### config.mk
export PLATFORM = sky130hd
export DESIGN_NAME = noc_flit_packetizer
export DESIGN_NICKNAME = d
export VERILOG_FILES = /design/src/rtl/noc_flit_packetizer.sv
export SDC_FILE = /design/constraint.sdc
export NUM_CORES = 1
export LEC_CHECK = 0
export ABC_AREA = 1
export CORE_MARGIN = 2
export CORE_UTILIZATION = 47
export CTS_CLUSTER_DIAMETER = 30
export DETAILED_ROUTE_END_ITERATION = 16
export GPL_TIMING_DRIVEN = 0
export PLACE_DENSITY = 0.88
export SYNTH_ARGS = -nofsm -noshare
export SYNTH_HDL_FRONTEND = slang
export SYNTH_SLANG_ARGS = --single-unit
export TNS_END_PERCENT = 50
### constraint.sdc
create_clock -name clk -period 2.9 [get_ports clk]
set_input_delay 0.29 -clock clk [delete_from_list [all_inputs] [get_ports clk]]
set_output_delay 0.29 -clock clk [all_outputs]
set_load 0.005 [all_outputs]
### src/rtl/noc_flit_packetizer.sv
// NoC source packetizer: turns a packet request plus body words into HEAD/BODY/TAIL
// flits, with credit-based flow control against the downstream input buffer.
module noc_flit_packetizer #(
    parameter int BUFFER_SIZE    = 8,
    parameter int X_DEST_W       = 2,
    parameter int Y_DEST_W       = 2,
    parameter int HEAD_PAYLOAD_W = 28,
    parameter int LEN_W          = 4,
    localparam int FLIT_DATA_W   = X_DEST_W + Y_DEST_W + HEAD_PAYLOAD_W,
    localparam int CNT_W         = $clog2(BUFFER_SIZE + 1)
) (
    input  logic                      clk,
    input  logic                      rst,
    input  logic                      pkt_valid,
    output logic                      pkt_ready,
    input  logic [X_DEST_W-1:0]       pkt_x_dest,
    input  logic [Y_DEST_W-1:0]       pkt_y_dest,
    input  logic [HEAD_PAYLOAD_W-1:0] pkt_head_payload,
    input  logic [LEN_W-1:0]          pkt_len,
    input  logic                      data_valid,
    output logic                      data_ready,
    input  logic [FLIT_DATA_W-1:0]    data_in,
    output logic                      flit_valid,
    output logic [1:0]                flit_label,
    output logic [FLIT_DATA_W-1:0]    flit_data,
    input  logic                      credit_in,
    output logic [CNT_W-1:0]          credit_cnt,
    output logic                      credit_overflow
);

    localparam logic [1:0] ST_IDLE = 2'd0;
    localparam logic [1:0] ST_HEAD = 2'd1;
    localparam logic [1:0] ST_BODY = 2'd2;

    localparam logic [1:0] LBL_HEAD     = 2'b00;
    localparam logic [1:0] LBL_BODY     = 2'b01;
    localparam logic [1:0] LBL_TAIL     = 2'b10;
    localparam logic [1:0] LBL_HEADTAIL = 2'b11;

    localparam logic [CNT_W-1:0] CNT_MAX = CNT_W'(BUFFER_SIZE);

    logic [1:0]                state;
    logic [X_DEST_W-1:0]       x_q;
    logic [Y_DEST_W-1:0]       y_q;
    logic [HEAD_PAYLOAD_W-1:0] hp_q;
    logic [LEN_W-1:0]          len_q;
    logic [LEN_W-1:0]          rem_q;

    logic has_credit;
    logic issue_head;
    logic issue_body;
    logic issue;
    logic last_body;

    always_comb begin
        has_credit = (credit_cnt != '0);
        pkt_ready  = (state == ST_IDLE);
        data_ready = (state == ST_BODY) && has_credit;
        issue_head = (state == ST_HEAD) && has_credit;
        issue_body = data_ready && data_valid;
        issue      = issue_head || issue_body;
        last_body  = (rem_q == LEN_W'(1));
    end

    always_ff @(posedge clk or posedge rst) begin
        if (rst) begin
            state           <= ST_IDLE;
            x_q             <= '0;
            y_q             <= '0;
            hp_q            <= '0;
            len_q           <= '0;
            rem_q           <= '0;
            flit_valid      <= 1'b0;
            flit_label      <= LBL_HEAD;
            flit_data       <= '0;
            credit_cnt      <= CNT_MAX;
            credit_overflow <= 1'b0;
        end else begin
            flit_valid <= issue;

            unique case (state)
                ST_IDLE: begin
                    if (pkt_valid) begin
                        x_q   <= pkt_x_dest;
                        y_q   <= pkt_y_dest;
                        hp_q  <= pkt_head_payload;
                        len_q <= pkt_len;
                        state <= ST_HEAD;
                    end
                end
                ST_HEAD: begin
                    if (issue_head) begin
                        flit_label <= (len_q == '0) ? LBL_HEADTAIL : LBL_HEAD;
                        flit_data  <= {x_q, y_q, hp_q};
                        rem_q      <= len_q;
                        state      <= (len_q == '0) ? ST_IDLE : ST_BODY;
                    end
                end
                ST_BODY: begin
                    if (issue_body) begin
                        flit_label <= last_body ? LBL_TAIL : LBL_BODY;
                        flit_data  <= data_in;
                        rem_q      <= rem_q - LEN_W'(1);
                        if (last_body) state <= ST_IDLE;
                    end
                end
                default: state <= ST_IDLE;
            endcase

            // A returned credit and an issue in the same cycle cancel out.
            if (issue && !credit_in) begin
                credit_cnt <= credit_cnt - CNT_W'(1);
            end else if (credit_in && !issue) begin
                if (credit_cnt == CNT_MAX) credit_overflow <= 1'b1;
                else credit_cnt <= credit_cnt + CNT_W'(1);
            end
        end
    end

endmodule

==> flow_metrics.tcl, run 1 <==
set metrics [dict create \
    status "complete, no violations" \
    layout-drive-gt1-share_pct 13.9 \
    syn_avg_cell_area_sq_um 9.01 \
    core_sq_um 8130 \
    antenna_found_initial 0 \
    max_clock_freq_mhz 404 \
    areaGrowthSynthToFinish_pct 38.1 \
    synth_enable_flop_cells 0 \
    cap_violations 0 \
    power_mw 5.52 \
    cts_buffers 9 \
    grt_pass1_vias 3323 \
    vias 3191 \
    drtIter0Drc 93 \
    final_core_util_pct 66.1 \
    fin_skew_ns 0.00769 \
    cts_buffer_depth 2 \
    cts_root_buffer "clkbuf_8" \
    clock_latency_ns 0.34 \
    hp-class "in -> async" \
    die_h_microns 95.0 \
    critical_path_required_ns 3.15 \
    clockPowerShare_pct 14.4 \
    ant_nets 0 \
    critical_path_class "reg -> reg" \
    viasPerCell 4.78 \
    rsz0062_at_grt "no" \
    wl_per_cell_microns 13.5 \
    cp_max_fo 11 \
    post-place-ws_ns 0.478 \
    final_nets 638 \
    synthMostInstantiatedCell "nand2_1" \
    fin_crit_ns 2.47 \
    cp.arrival_ns 2.72 \
    synth_area_leaders "dfrtp_1 (52%), nand2_1 (22%), mux2_2 (8.4%)" \
    seq_power_share_pct 37.3 \
    wl_microns 9030 \
    gp_congestion 0.810 \
    netlist_top_cells_count "nand2_1 (227), dfrtp_1 (81), mux2_2 (29)" \
    setup_violations 0 \
    cts_setup_buffers 0 \
    slew_viol_final 0 \
    dieArea_sq_um 9020 \
    crit_path_start_kind "flop" \
    grt_pass1_wl_microns 14700 \
    dp.cells 652 \
    dp_hpwl_microns 6730 \
    cts_resized 0 \
    synth_top_area_share_pct 52.1 \
    clk_pin_slew_worst_paths_ns 0.08 \
    io_pins 115 \
    pwr-share-comb_pct 48.3 \
    cts.sinks 82 \
    p_int_mw 3.49 \
    portBuffers 114 \
    grt_max_degree 43 \
    p_leak_nw 2.65 \
    initial_core_util_pct 47.8 \
    finalCritPeriodShare_pct 85.3 \
    n_antenna_cell 0 \
    synthDistinctLibCells 30 \
    place_area_sq_um 5190 \
    grtUsageTotal_pct 21.2 \
    ys_warn_count 0 \
    hold_viol_final 0 \
    crit_path_end_kind "flop" \
    dr.pass1.iters 4 \
    cts_tree "built" \
    switching_power_mw 2.03 \
    drcViolationCount 0 \
    ys.flop_type "dfrtp_1" \
    final_area_sq_um 5370 \
    synth-seq-cells 82 \
    nFillCells 643 \
    h-tree-depth 3 \
    chipWidth_microns 95.0 \
    num_rows 33 \
    stdcell_count 668 \
    cts_hold_buffers 0 \
    synth_nets 512 \
    syn_inst 432 \
    grt_overflow 0 \
    slew_headroom_pct 65.5 \
    yosysTopAreaCell "dfrtp_1" \
    setup_ws_ns 0.426 \
    netlist_area_sq_um 3890 \
    async_flop_share_pct 100 \
    switching_share_pct 36.8 \
    seq_area_frac_synth_pct 52.8 \
    ir_worst_vdd_mv 0.467 \
    tightest_slew_ns 0.518 \
    p_per_area_nw_per_um2 1030 \
]
## kinds of logic after synthesis
| family | count (synthesis) | share of synthesized area, % |
|---|---|---|
| AOI/OAI and AO/OA | 15 | 2.09 |
| adders and majority gates | 7 | 2.44 |
| xor gates and xnor gates | 4 | 0.900 |
| muxes | 34 | 10.3 |
| DFF | 82 | 52.8 |
| and+or+nand+nor | 252 | 25.7 |
| buffers and inverters | 38 | 5.76 |
## power groups by stage
stage | logic, mW | clock network (mW) | registers (mW)
6_report | 2.66 | 0.795 | 2.06
5_1_grt | 3.01 | 0.868 | 2.12
2_1_floorplan | 1.65 | 0 | 2.02
3_3_place_gp | 2.57 | 0 | 2.04
3_5_place_dp | 2.68 | 0 | 2.08
4_1_cts | 2.69 | 0.810 | 2.06
## per-layer routing
layer / up-vias / track usage (%) / part of all wire, %
li1: 1600 / - / -
met1: 1499 / 25.4 / 43
met2: 82 / 37.9 / 51
met3: 10 / 3.91 / 4.7
met4: 0 / 8.09 / 1.2
met5: - / 0 / 0
## cell type report
| cell class | count | area, sq um | share of cell area (%) |
|---|---|---|---|
| Inverter | 19 | 76.3 | 1.42 |
| Sequential cell | 82 | 2050 | 38.2 |
| Clock inverter | 5 | 55.1 | 1.02 |
| Clock buffer | 11 | 131 | 2.45 |
| Multi-Input combinational cell | 312 | 1610 | 30.0 |
| Tap cell | 105 | 131 | 2.45 |
| Buffer | 19 | 150 | 2.79 |
| Timing Repair Buffer | 115 | 1160 | 21.6 |
## sequential cells by signal, summed over array words and instances (netlist names)
name	flops
credit_overflow	1
y_q	2
flit_label	2
credit_cnt	4
len_q	4
rem_q	4
flit_data	32
state	2
flit_valid	1
x_q	2
hp_q	28
## cell usage in the layout (no fill, tap or decap), types with 3 or more instances in the layout
cell type,instances
nand2_1,227
clkdlybuf4s50_1,114
dfrtp_1,81
mux2_2,29
inv_1,16
clkbuf_8,9
buf_6,8
nand3_1,7
nor2_1,7
o21ai_0,7
buf_2,6
ha_1,6
mux2_4,5
clkbuf_1,4
nand4_1,3
buf_4,3
o21ai_1,3
a21oi_1,3
## critical path, cell delays in order (launching register included)
cell	delay, ns
dfstp_2	0.59
nor2_1	0.09
nand2_2	0.12
nand3_1	0.12
nand2_4	0.15
buf_4	0.19
ha_1	0.26
inv_1	0.10
fa_1	0.38
xor2_1	0.15
o21ai_0	0.22
## metrics by stage
stage          hold WS [ns]  TNS, ns
3_5_place_dp          0.457        0
5_1_grt               0.376        0
3_3_place_gp          0.453   -55.61
6_report              0.341        0
4_1_cts               0.342        0
2_1_floorplan         0.439        0
## final timing paths
kind / slack, ns / depth (start not counted) / from / end
min reg2reg: 0.47 / 2 / flit_data[2] / flit_data[2]
min: 0.34 / 2 / rst / y_q[0]
min in group clk: 0.47 / 2 / flit_data[2] / flit_data[2]
max: 0.43 / 10 / credit_cnt[3] / credit_cnt[2]
max reg2reg: 0.43 / 10 / credit_cnt[3] / credit_cnt[2]
max in group asynchronous: 1.90 / 3 / rst / credit_cnt[3]
No activity file was read; power rests on OpenSTA's default activity.
==> run 2, diff against run 1 <==
--- a/config.mk
+++ b/config.mk
@@ -11,7 +11,8 @@
 export CTS_CLUSTER_DIAMETER = 30
 export DETAILED_ROUTE_END_ITERATION = 16
 export GPL_TIMING_DRIVEN = 0
-export PLACE_DENSITY = 0.88
+export PLACE_DENSITY = 0.8
+export RECOVER_POWER = 25
 export SYNTH_ARGS = -nofsm -noshare
 export SYNTH_HDL_FRONTEND = slang
 export SYNTH_SLANG_ARGS = --single-unit
==> flow_metrics.tcl, run 2 (same netlist as run 1, synthesis figures left out) <==
set metrics [dict create \
    clock_latency_ns 0.34 \
    critical_path_required_ns 3.16 \
    chipWidth_microns 95.0 \
    crit_path_start_kind "flop" \
    grtUsageTotal_pct 21.6 \
    ant_nets 0 \
    cts_root_buffer "clkbuf_8" \
    gp_congestion 0.817 \
    grt_pass1_vias 3355 \
    wl_microns 9000 \
    num_rows 33 \
    final_nets 638 \
    ir_worst_vdd_mv 0.551 \
    antenna_found_initial 0 \
    cts_resized 0 \
    cts.sinks 82 \
    finalCritPeriodShare_pct 83.9 \
    setup_violations 0 \
    clk_pin_slew_worst_paths_ns 0.08 \
    slew_viol_final 0 \
    cap_violations 0 \
    fin_skew_ns 0.00972 \
    tightest_slew_ns 0.788 \
    critical_path_class "reg -> reg" \
    max_clock_freq_mhz 411 \
    drcViolationCount 0 \
    n_antenna_cell 0 \
    rsz0062_at_grt "no" \
    dp_hpwl_microns 6610 \
    status "complete, no violations" \
    grt_max_degree 69 \
    slew_headroom_pct 47.2 \
    hp-class "reg -> reg" \
    p_per_area_nw_per_um2 1040 \
    wl_per_cell_microns 13.5 \
    core_sq_um 8130 \
    largest_reg_flops 32 \
    cts_buffers 9 \
    fin_crit_ns 2.43 \
    final_core_util_pct 66.5 \
    dieArea_sq_um 9020 \
    viasPerCell 4.80 \
    cts_setup_buffers 0 \
    reg_top3 "flit_data x32, hp_q x28" \
    cp.arrival_ns 2.69 \
    dr.pass1.iters 4 \
    hold_viol_final 0 \
    cts_tree "built" \
    grt_pass1_wl_microns 15000 \
    mostFrequentLayoutCells "nand2_1 (227), clkdlybuf4s50_1 (113), dfrtp_1 (81), mux2_2 (29), inv_1 (16)" \
    grt_overflow 0 \
    fin_tns_setup_ns 0 \
    cts_hold_buffers 0 \
    initial_core_util_pct 47.8 \
    vias 3206 \
    layout-drive-gt1-share_pct 14.0 \
    portBuffers 114 \
    cts_buffer_depth 2 \
    power_mw 5.62 \
    cp_max_fo 11 \
    die_h_microns 95.0 \
    io_pins 115 \
    p_leak_nw 2.67 \
    h-tree-depth 3 \
    crit_path_end_kind "flop" \
    drtIter0Drc 73 \
    fin_worst_hold_slack_ns 0.473 \
    layout_commonest_cell "nand2_1" \
    top_register "flit_data" \
    areaGrowthSynthToFinish_pct 39.1 \
]
-- run 2: cell count changes in the layout (fill, tap and decap cells not counted) --
| cell | before | now |
|---|---|---|
| clkinvlp_2 | 0 | 1 |
| clkbuf_1 | 4 | 3 |
| clkbuf_8 | 9 | 10 |
| buf_16 | 0 | 1 |
| clkinvlp_4 | 2 | 1 |
| bufinv_16 | 1 | 2 |
| dlygate4sd3_1 | 0 | 1 |
| inv_4 | 2 | 1 |
| clkdlybuf4s50_1 | 114 | 113 |
| buf_12 | 1 | 0 |
-- run 2: layout make-up --
cell class	count	area (sq um)
Fill cell	686	2720
Timing Repair Buffer	115	1170
Clock buffer	11	141
Buffer	19	150
Clock inverter	5	77.6
Inverter	19	75.1
Multi-Input combinational cell	312	1610
Sequential cell	82	2050
Tap cell	105	131
-- run 2: per-layer routing --
layer | vias to the layer above | part of all wire (%) | global-route usage (%)
li1 | 1592 | - | -
met1 | 1486 | 42 | 26.2
met2 | 108 | 50 | 37.0
met3 | 20 | 5.4 | 3.75
met4 | 0 | 2.7 | 10.7
met5 | - | 0 | 0
-- run 2: metrics by stage --
stage	setup slack, ns	instances	area [sq um]
after floorplan	0.503	432	3890
after global placement	-0.708	651	5160
after detailed placement	0.486	652	5190
after CTS	0.457	668	5410
after global routing	0.340	668	5410
final	0.468	668	5410
-- run 2: critical path: stages (launching register included) --
cell and delay (ns):
dfstp_2 0.60, nor2_1 0.09, nand2_2 0.11, nand3_1 0.12, nand2_4 0.16, buf_4 0.19, ha_1 0.28, inv_1 0.11
fa_1 0.38, xor2_1 0.15, o21ai_0 0.16
-- run 2: power by group --
group	switching (mW)	internal, mW
clock	0.410	0.506
sequential	0.341	1.72
combinational	1.27	1.38
-- run 2: worst paths after layout --
check	start	end	slack (ns)	cells past startpoint
worst min register to register	flit_data[7]	flit_data[7]	0.47	2
min in group asynchronous	rst	hp_q[1]	0.50	2
max in group asynchronous	rst	credit_cnt[3]	1.63	3
worst max register to register	credit_cnt[3]	credit_cnt[2]	0.47	10
worst min-delay path	flit_data[7]	flit_data[7]	0.47	2
worst max-delay path	credit_cnt[3]	credit_cnt[2]	0.47	10
==> run 3, diff against run 2 <==
--- a/config.mk
+++ b/config.mk
@@ -7,11 +7,11 @@
 export LEC_CHECK = 0
 export ABC_AREA = 1
 export CORE_MARGIN = 2
-export CORE_UTILIZATION = 47
+export CORE_UTILIZATION = 43
 export CTS_CLUSTER_DIAMETER = 30
 export DETAILED_ROUTE_END_ITERATION = 16
 export GPL_TIMING_DRIVEN = 0
-export PLACE_DENSITY = 0.8
+export PLACE_DENSITY = 0.77
 export RECOVER_POWER = 25
 export SYNTH_ARGS = -nofsm -noshare
 export SYNTH_HDL_FRONTEND = slang
==> constraint.sdc (replaced) <==
create_clock -name clk -period 2.2 [get_ports clk]
set_input_delay 0.22 -clock clk [delete_from_list [all_inputs] [get_ports clk]]
set_output_delay 0.22 -clock clk [all_outputs]
set_load 0.005 [all_outputs]
==> flow_metrics.tcl, run 3 (same netlist as run 1, synthesis figures left out) <==
set metrics [dict create \
    status "complete, no violations" \
    path_cells "nor2_1, nand2_2, nand3_1, nand2_4, ha_2, inv_1, fa_1, xor2_1, o21ai_1" \
    drcViolationCount 0 \
    clk_pin_slew_worst_paths_ns 0.09 \
    tightest_slew_ns 0.849 \
    final_nets 640 \
    largest_reg_flops 32 \
    cp_max_fo 4 \
    io_pins 115 \
    dieArea_sq_um 9830 \
    chipWidth_microns 99.1 \
    cts_root_buffer "clkbuf_8" \
    antenna_found_initial 0 \
    setup_violations 0 \
    vias 3174 \
    crit_path_end_kind "flop" \
    layout-drive-gt1-share_pct 14.9 \
    place_area_sq_um 5210 \
    stdcell_count 673 \
    wl_per_cell_microns 13.3 \
    cp.arrival_ns 2.30 \
    critical_path_class "reg -> reg" \
    portBuffers 114 \
    final_area_sq_um 5430 \
    grt_max_degree 36 \
    hp-class "in -> async" \
    fin_crit_ns 2.04 \
    dp_hpwl_microns 6620 \
    power_mw 7.54 \
    dr.pass1.iters 4 \
    cts_buffers 9 \
    crit_path_start_kind "flop" \
    hold_viol_final 0 \
    slowest_stage "dfstp_2" \
    post-place-ws_ns -0.242 \
    grt_pass1_wl_microns 15500 \
    slowest_delay_ns 0.56 \
    top_register "flit_data" \
    cts_tree "built" \
    cap_violations 0 \
    grtUsageTotal_pct 19.5 \
    core_sq_um 8760 \
    cts.sinks 82 \
    grt_pass1_vias 3327 \
    p_per_area_nw_per_um2 1390 \
    grt_overflow 0 \
    h-tree-depth 3 \
    reg2reg_depth 9 \
    slew_viol_final 0 \
    areaGrowthSynthToFinish_pct 39.6 \
    cts_buffer_depth 2 \
    slew_headroom_pct 43.4 \
    ir_worst_vdd_mv 0.597 \
    setup_ws_ns 0.163 \
    max_clock_freq_mhz 491 \
    fin_worst_hold_slack_ns 0.391 \
    dp.cells 656 \
    cts_hold_buffers 0 \
    initial_core_util_pct 44.4 \
    fin_skew_ns 0.00947 \
    clock_latency_ns 0.35 \
    viasPerCell 4.72 \
    drtIter0Drc 107 \
    reg_top3 "flit_data x32, hp_q x28" \
    n_antenna_cell 0 \
    gp_congestion 0.794 \
    num_rows 34 \
    layout_commonest_cell "nand2_1" \
    p_leak_nw 2.68 \
    finalCritPeriodShare_pct 92.6 \
    rsz0062_at_grt "no" \
    critical_path_required_ns 2.46 \
    die_h_microns 99.1 \
    ant_nets 0 \
    wl_microns 8980 \
    mostFrequentLayoutCells "nand2_1 (227), clkdlybuf4s50_1 (113), dfrtp_1 (80), mux2_2 (29), inv_1 (16)" \
]
-- run 3: through the flow --
step	setup TNS [ns]	utilization (%)
after CTS	0	62.3
final	0	62.0
after global routing	0	62.0
after global placement	-0.240	59.0
after floorplan	0	-
after detailed placement	-0.438	59.5
-- run 3: cell type report --
type,count,area (sq um)
well taps,108,135
fillers,751,3330
flip-flops and latches,82,2050
clock buffers,9,124
repair buffers,119,1170
multi-input cells,312,1620
inverters,19,75.1
clock inverters,7,118
plain buffers,17,138
-- run 3: path summary, 6_finish.rpt --
check                                           from       endpoint  slack [ns]
worst max-delay path                   credit_cnt[3]  credit_cnt[2]        0.16
worst min-delay path                             rst   flit_data[6]        0.39
worst max register to register         credit_cnt[3]  credit_cnt[2]        0.16
worst min register to register         flit_data[18]  flit_data[18]        0.48
max in group asynchronous                        rst       state[0]        0.56
min in group clk                pkt_head_payload[14]       hp_q[14]        0.48
-- run 3: timing repair --
item / in CTS / in global routing
setup buffers: 2 / 1
pin swaps: 1 / 0
gates cloned: 0 / 0
resized for setup: 2 / 1
endpoints found under the setup margin: 3 / 1
-- run 3: where the power goes --
part / internal [mW] / switching (mW)
Clock: 0.754 / 0.553
Sequential: 2.26 / 0.436
Combinational: 1.83 / 1.71
-- run 3: worst max-delay path, delay by kind of cell (launching register included) --
kind | cells | cell delay [ns]
AND/OR/NAND/NOR | 4 | 0.38
flip-flops | 1 | 0.56
AO/OA/AOI/OAI | 1 | 0.16
XOR/XNOR | 1 | 0.16
adder cells (fa/ha/maj) | 2 | 0.61
buffers and inverters | 1 | 0.08
-- run 3: layer usage --
layer / track usage, % / up-vias / part of all wire (%)
li1: - / 1599 / -
met1: 25.2 / 1465 / 45
met2: 33.4 / 97 / 48
met3: 3.23 / 13 / 5.7
met4: 6.74 / 0 / 1.5
met5: 0 / - / 0
==> patch 1: new RTL, config.mk and constraints of run 1 <==
Reset style: synchronous (`rst`), changed in one clocked block.
--- a/src/rtl/noc_flit_packetizer.sv
+++ b/src/rtl/noc_flit_packetizer.sv
@@ -62,7 +62,7 @@
         last_body  = (rem_q == LEN_W'(1));
     end
 
-    always_ff @(posedge clk or posedge rst) begin
+    always_ff @(posedge clk) begin
         if (rst) begin
             state           <= ST_IDLE;
             x_q             <= '0;
Function: differs if rst is asserted again (counterexample within 4 cycles, from zero or initial values and one cycle with rst high); with rst held inactive, the same outputs for 4 cycles.
==> patch 1 against run 1 <==
Non-clock buffer count increased by 11. Clock power increased by 18%. Synthesized area decreased by 4.5%. Power decreased by 30%. Design area decreased by 3.0%. Setup slack improved by 200 ps. Wire length increased by 17%. Sequential cell count unchanged. Largest power group is now sequential cells.
==> patch 1: results <==
set metrics [dict create \
    dpl-instance-area_um2 4986 \
    final_cells 767 \
    final_net_count 739 \
    cp-startpoint "credit_cnt[0]" \
    grt_usage_pct 24.42 \
    multi_input_cells 398 \
    placement_rows 32 \
    outcome "finished clean" \
    cp_slowest_cell "dfxtp_1" \
    non_clock_inverter_count 24 \
    share_of_post_route_cells_with_drive_strength_above_1_pct 11.13 \
    maximum_number_of_pins_on_one_net_before_global_route_repair 15 \
    synth_commonest_cells "nand2_1 (138), nor2_1 (127), dfxtp_1 (82)" \
    post-route-util_pct 67.82 \
    worst_hold_slack_ps 473.6 \
    synth_seq_area_share_pct 44.16 \
    muxShareOfSynthArea_pct 0 \
    place.gp.congestion 0.8640 \
    fin_skew_ps 8.213 \
    first_pass_iters 5 \
    post_synth.cell_area_avg_um2 6.948 \
    multi_input_area_share_pct 34.56 \
    critical-path-top-delay-family "simple AND/OR/NAND/NOR gates" \
    post_synth_arst_share_pct 0 \
    cellLeakagePower_nw 2.291 \
    num-clock-buffers 10 \
    synth_xor_xnor_area_share_pct 0.7068 \
    ff2ff_setup_slack_ps 620 \
    first_iter_violations 260 \
    finalWirelength_um 10560 \
    hpwlAfterDp_um 7735 \
    synth_compound_area_share_pct 12.39 \
    synthAdderAreaFrac_pct 2.020 \
    highest_clock_frequency_the_design_can_meet_mhz 439.1 \
    clk_share_pct 4.368 \
    setup_slack_placement_ps 483.0 \
    hold_class "reg -> reg" \
    proportion_of_cell_area_occupied_by_registers_pct 31.49 \
    synth_top_area_cells "dfxtp_1 (44%), nand2_1 (14%), nor2_1 (13%)" \
    max_stage_delay_ps 480 \
    sequential_cell_total 82 \
    post-place-cells 751 \
    global_route_wire_length_before_repair_um 16790 \
    vias_in_the_first_global_route 3631 \
    buffers_excl_clock 145 \
    worst_rel_slew_slack_pct 51.58 \
    crit_arrival_ps 2570 \
    final-nonclk-buf-share_pct 25.41 \
    filler_cell_count 657 \
]
patch 1: final timing paths:
path / depth (start not counted) / endpoint
max: 15 / credit_cnt[2]
min: 2 / flit_data[7]
max reg2reg: 15 / credit_cnt[2]
min reg2reg: 2 / flit_data[7]
patch 1: cells by family (layout without fill, tap and decap cells):
family / count (synthesis) / after routing
AO/OA/AOI/OAI: 86 / 86
XOR/XNOR: 3 / 3
adder cells (fa/ha/maj): 6 / 6
buffers and inverters: 55 / 185
flip-flops: 82 / 82
AND/OR/NAND/NOR: 303 / 303
patch 1: power by group:
part / internal (mW) / leakage, nW / switching (mW)
clock: 0.510 / 0.112 / 0.429
sequential: 1.35 / 0.675 / 0.152
combinational: 0.675 / 1.50 / 0.770
patch 1: layer usage:
layer | track usage [%] | share of wire (%)
met1 | 30.41 | 42
met2 | 42.45 | 49
met3 | 4.068 | 6.8
met4 | 8.701 | 1.9
met5 | 0 | 0
==> patch 2: new RTL, flow settings as in run 1 <==
Made on the original files. `Y_DEST_W`: 2 -> 3.
--- a/src/rtl/noc_flit_packetizer.sv
+++ b/src/rtl/noc_flit_packetizer.sv
@@ -3,7 +3,7 @@
 module noc_flit_packetizer #(
     parameter int BUFFER_SIZE    = 8,
     parameter int X_DEST_W       = 2,
-    parameter int Y_DEST_W       = 2,
+    parameter int Y_DEST_W       = 3,
     parameter int HEAD_PAYLOAD_W = 28,
     parameter int LEN_W          = 4,
     localparam int FLIT_DATA_W   = X_DEST_W + Y_DEST_W + HEAD_PAYLOAD_W,
Interface: changed (resized data_in, flit_data and pkt_y_dest); port bits go from 115 to 118. The function was not compared with the original's and may differ.
==> patch 2 against run 1 <==
Wire length rose by 4.2%. Power rose by 5.5%. Setup slack got worse by 86 ps. Via count rose by 3.7%. Synthesized area rose by 0.16%. Design area rose by 2.2%. Sequential cell count rose by 2. Largest cell class unchanged. Synthesized cell count rose by 2.1%. Clock power rose by 36%. Highest routed layer unchanged.
==> patch 2: results <==
set metrics [dict create \
    post-place-cells 664 \
    outcome "finished clean" \
    synth_commonest_cells "nand2_1 (234), dfrtp_1 (83), mux2_2 (32)" \
    place.gp.congestion 0.8439 \
    first_pass_iters 5 \
    cellLeakagePower_nw 2.710 \
    synth_seq_area_share_pct 53.96 \
    filler_cell_count 630 \
    post_synth.cell_area_avg_um2 8.838 \
    grt_antenna_before_repair 0 \
    mappedNetlistNets 523 \
    setup_repair_bufs_after_cts 0 \
    cp_slowest_cell "dfstp_2" \
    ys_warn_count 0 \
    vias_in_the_first_global_route 3425 \
    max_stage_delay_ps 610 \
    post_synth_arst_share_pct 100.0 \
    num_antenna_cells 0 \
    dpl-instance-area_um2 5230 \
    hpwlAfterDp_um 6963 \
    post_drt_wl_per_cell_um 13.86 \
    critical_path.max_fanout 11 \
    cts_root_buffer "clkbuf_8" \
    cts_inserted_buffers 9 \
    peakVddDrop_uv 469.0 \
    antenna_left 0 \
    crit_arrival_ps 2860 \
    worst_rel_slew_slack_pct 64.48 \
    vias 3310 \
    io_buffer_count 117 \
    clk_latency_ps 360 \
    final_cells 679 \
    fin_skew_ps 9.180 \
    ctsHtreeMaxLevel 3 \
    top_regs "flit_data: 33 flops, hp_q: 28 flops" \
    clock_tree.buffer_depth 2 \
    share_of_post_route_cells_with_drive_strength_above_1_pct 13.24 \
    synth_top_area_cells "dfrtp_1 (53%), nand2_1 (23%), mux2_2 (9.2%)" \
    final_net_count 652 \
    first_iter_violations 100 \
    synth_cell_types 27 \
    cts_clock_pin_slew_for_the_worst_setup_and_hold_paths_ps 90 \
    grt_usage_pct 22.78 \
    hold_class "in -> async" \
    global_route_wire_length_before_repair_um 15730 \
    setup_slack_placement_ps 334.2 \
    ctsResizeCount 0 \
    maximum_number_of_pins_on_one_net_before_global_route_repair 53 \
]
patch 2: critical path, delay by kind of cell (launching register included):
| family | cells | cell delay (ps) |
|---|---|---|
| simple gates | 8 | 800 |
| flops | 1 | 610 |
| fa+ha+maj | 2 | 610 |
| buf+inv | 1 | 280 |
| xor+xnor | 1 | 200 |
patch 2: through the flow:
| step | total power, mW | setup TNS, ps | utilization [%] |
|---|---|---|---|
| 6_report | 5.819 | 0 | 67.51 |
| 3_3_place_gp | 4.627 | -68850 | 63.93 |
| 4_1_cts | 5.873 | 0 | 67.51 |
| 3_5_place_dp | 4.780 | 0 | 64.30 |
| 2_1_floorplan | 3.652 | 0 | - |
| 5_1_grt | 6.332 | 0 | 67.51 |
patch 2: layer usage:
metal  wire length, µm  GRT usage (%)  vias up
met5                 0              0        -
li1                  -              -     1628
met3               541          3.478       17
met1              4077          28.98     1557
met4               224          10.39        0
met2              4567          38.38      108
patch 2: layout make-up:
class | instances | area, µm² | area share, %
multi-input cells | 319 | 1614 | 29.39
repair buffers | 118 | 1199 | 21.83
clock buffers | 9 | 123.9 | 2.256
clock inverters | 6 | 137.6 | 2.506
inverters | 19 | 76.32 | 1.390
well taps | 105 | 131.4 | 2.392
plain buffers | 19 | 106.4 | 1.937
flip-flops and latches | 84 | 2103 | 38.30
patch 2: path summary, 6_finish.rpt:
kind                               start  slack (ps)  cells past startpoint             to
min reg2reg                 flit_data[4]         480                      2   flit_data[4]
max                        credit_cnt[3]         340                     12  credit_cnt[3]
max reg2reg                credit_cnt[3]         340                     12  credit_cnt[3]
min in group clk            flit_data[4]         480                      2   flit_data[4]
min                                  rst         290                      2  flit_data[25]
max in group asynchronous            rst        1970                      3  credit_cnt[3]
patch 2: logic make-up (layout without fill, tap and decap cells):
logic type,count (synthesis),in the layout,synth area share [%]
DFF,84,84,53.96
buffers and inverters,38,171,4.623
muxes,35,35,10.11
and+or+nand+nor,258,258,25.87
adders and majority gates,7,7,2.440
xor gates and xnor gates,4,4,0.8990
AOI/OAI and AO/OA,15,15,2.086
patch 2: power breakdown:
part / internal [mW] / leakage (nW) / switching, mW
Sequential: 1.76 / 1.02 / 0.346
Combinational: 1.32 / 1.56 / 1.31
Clock: 0.657 / 0.129 / 0.420
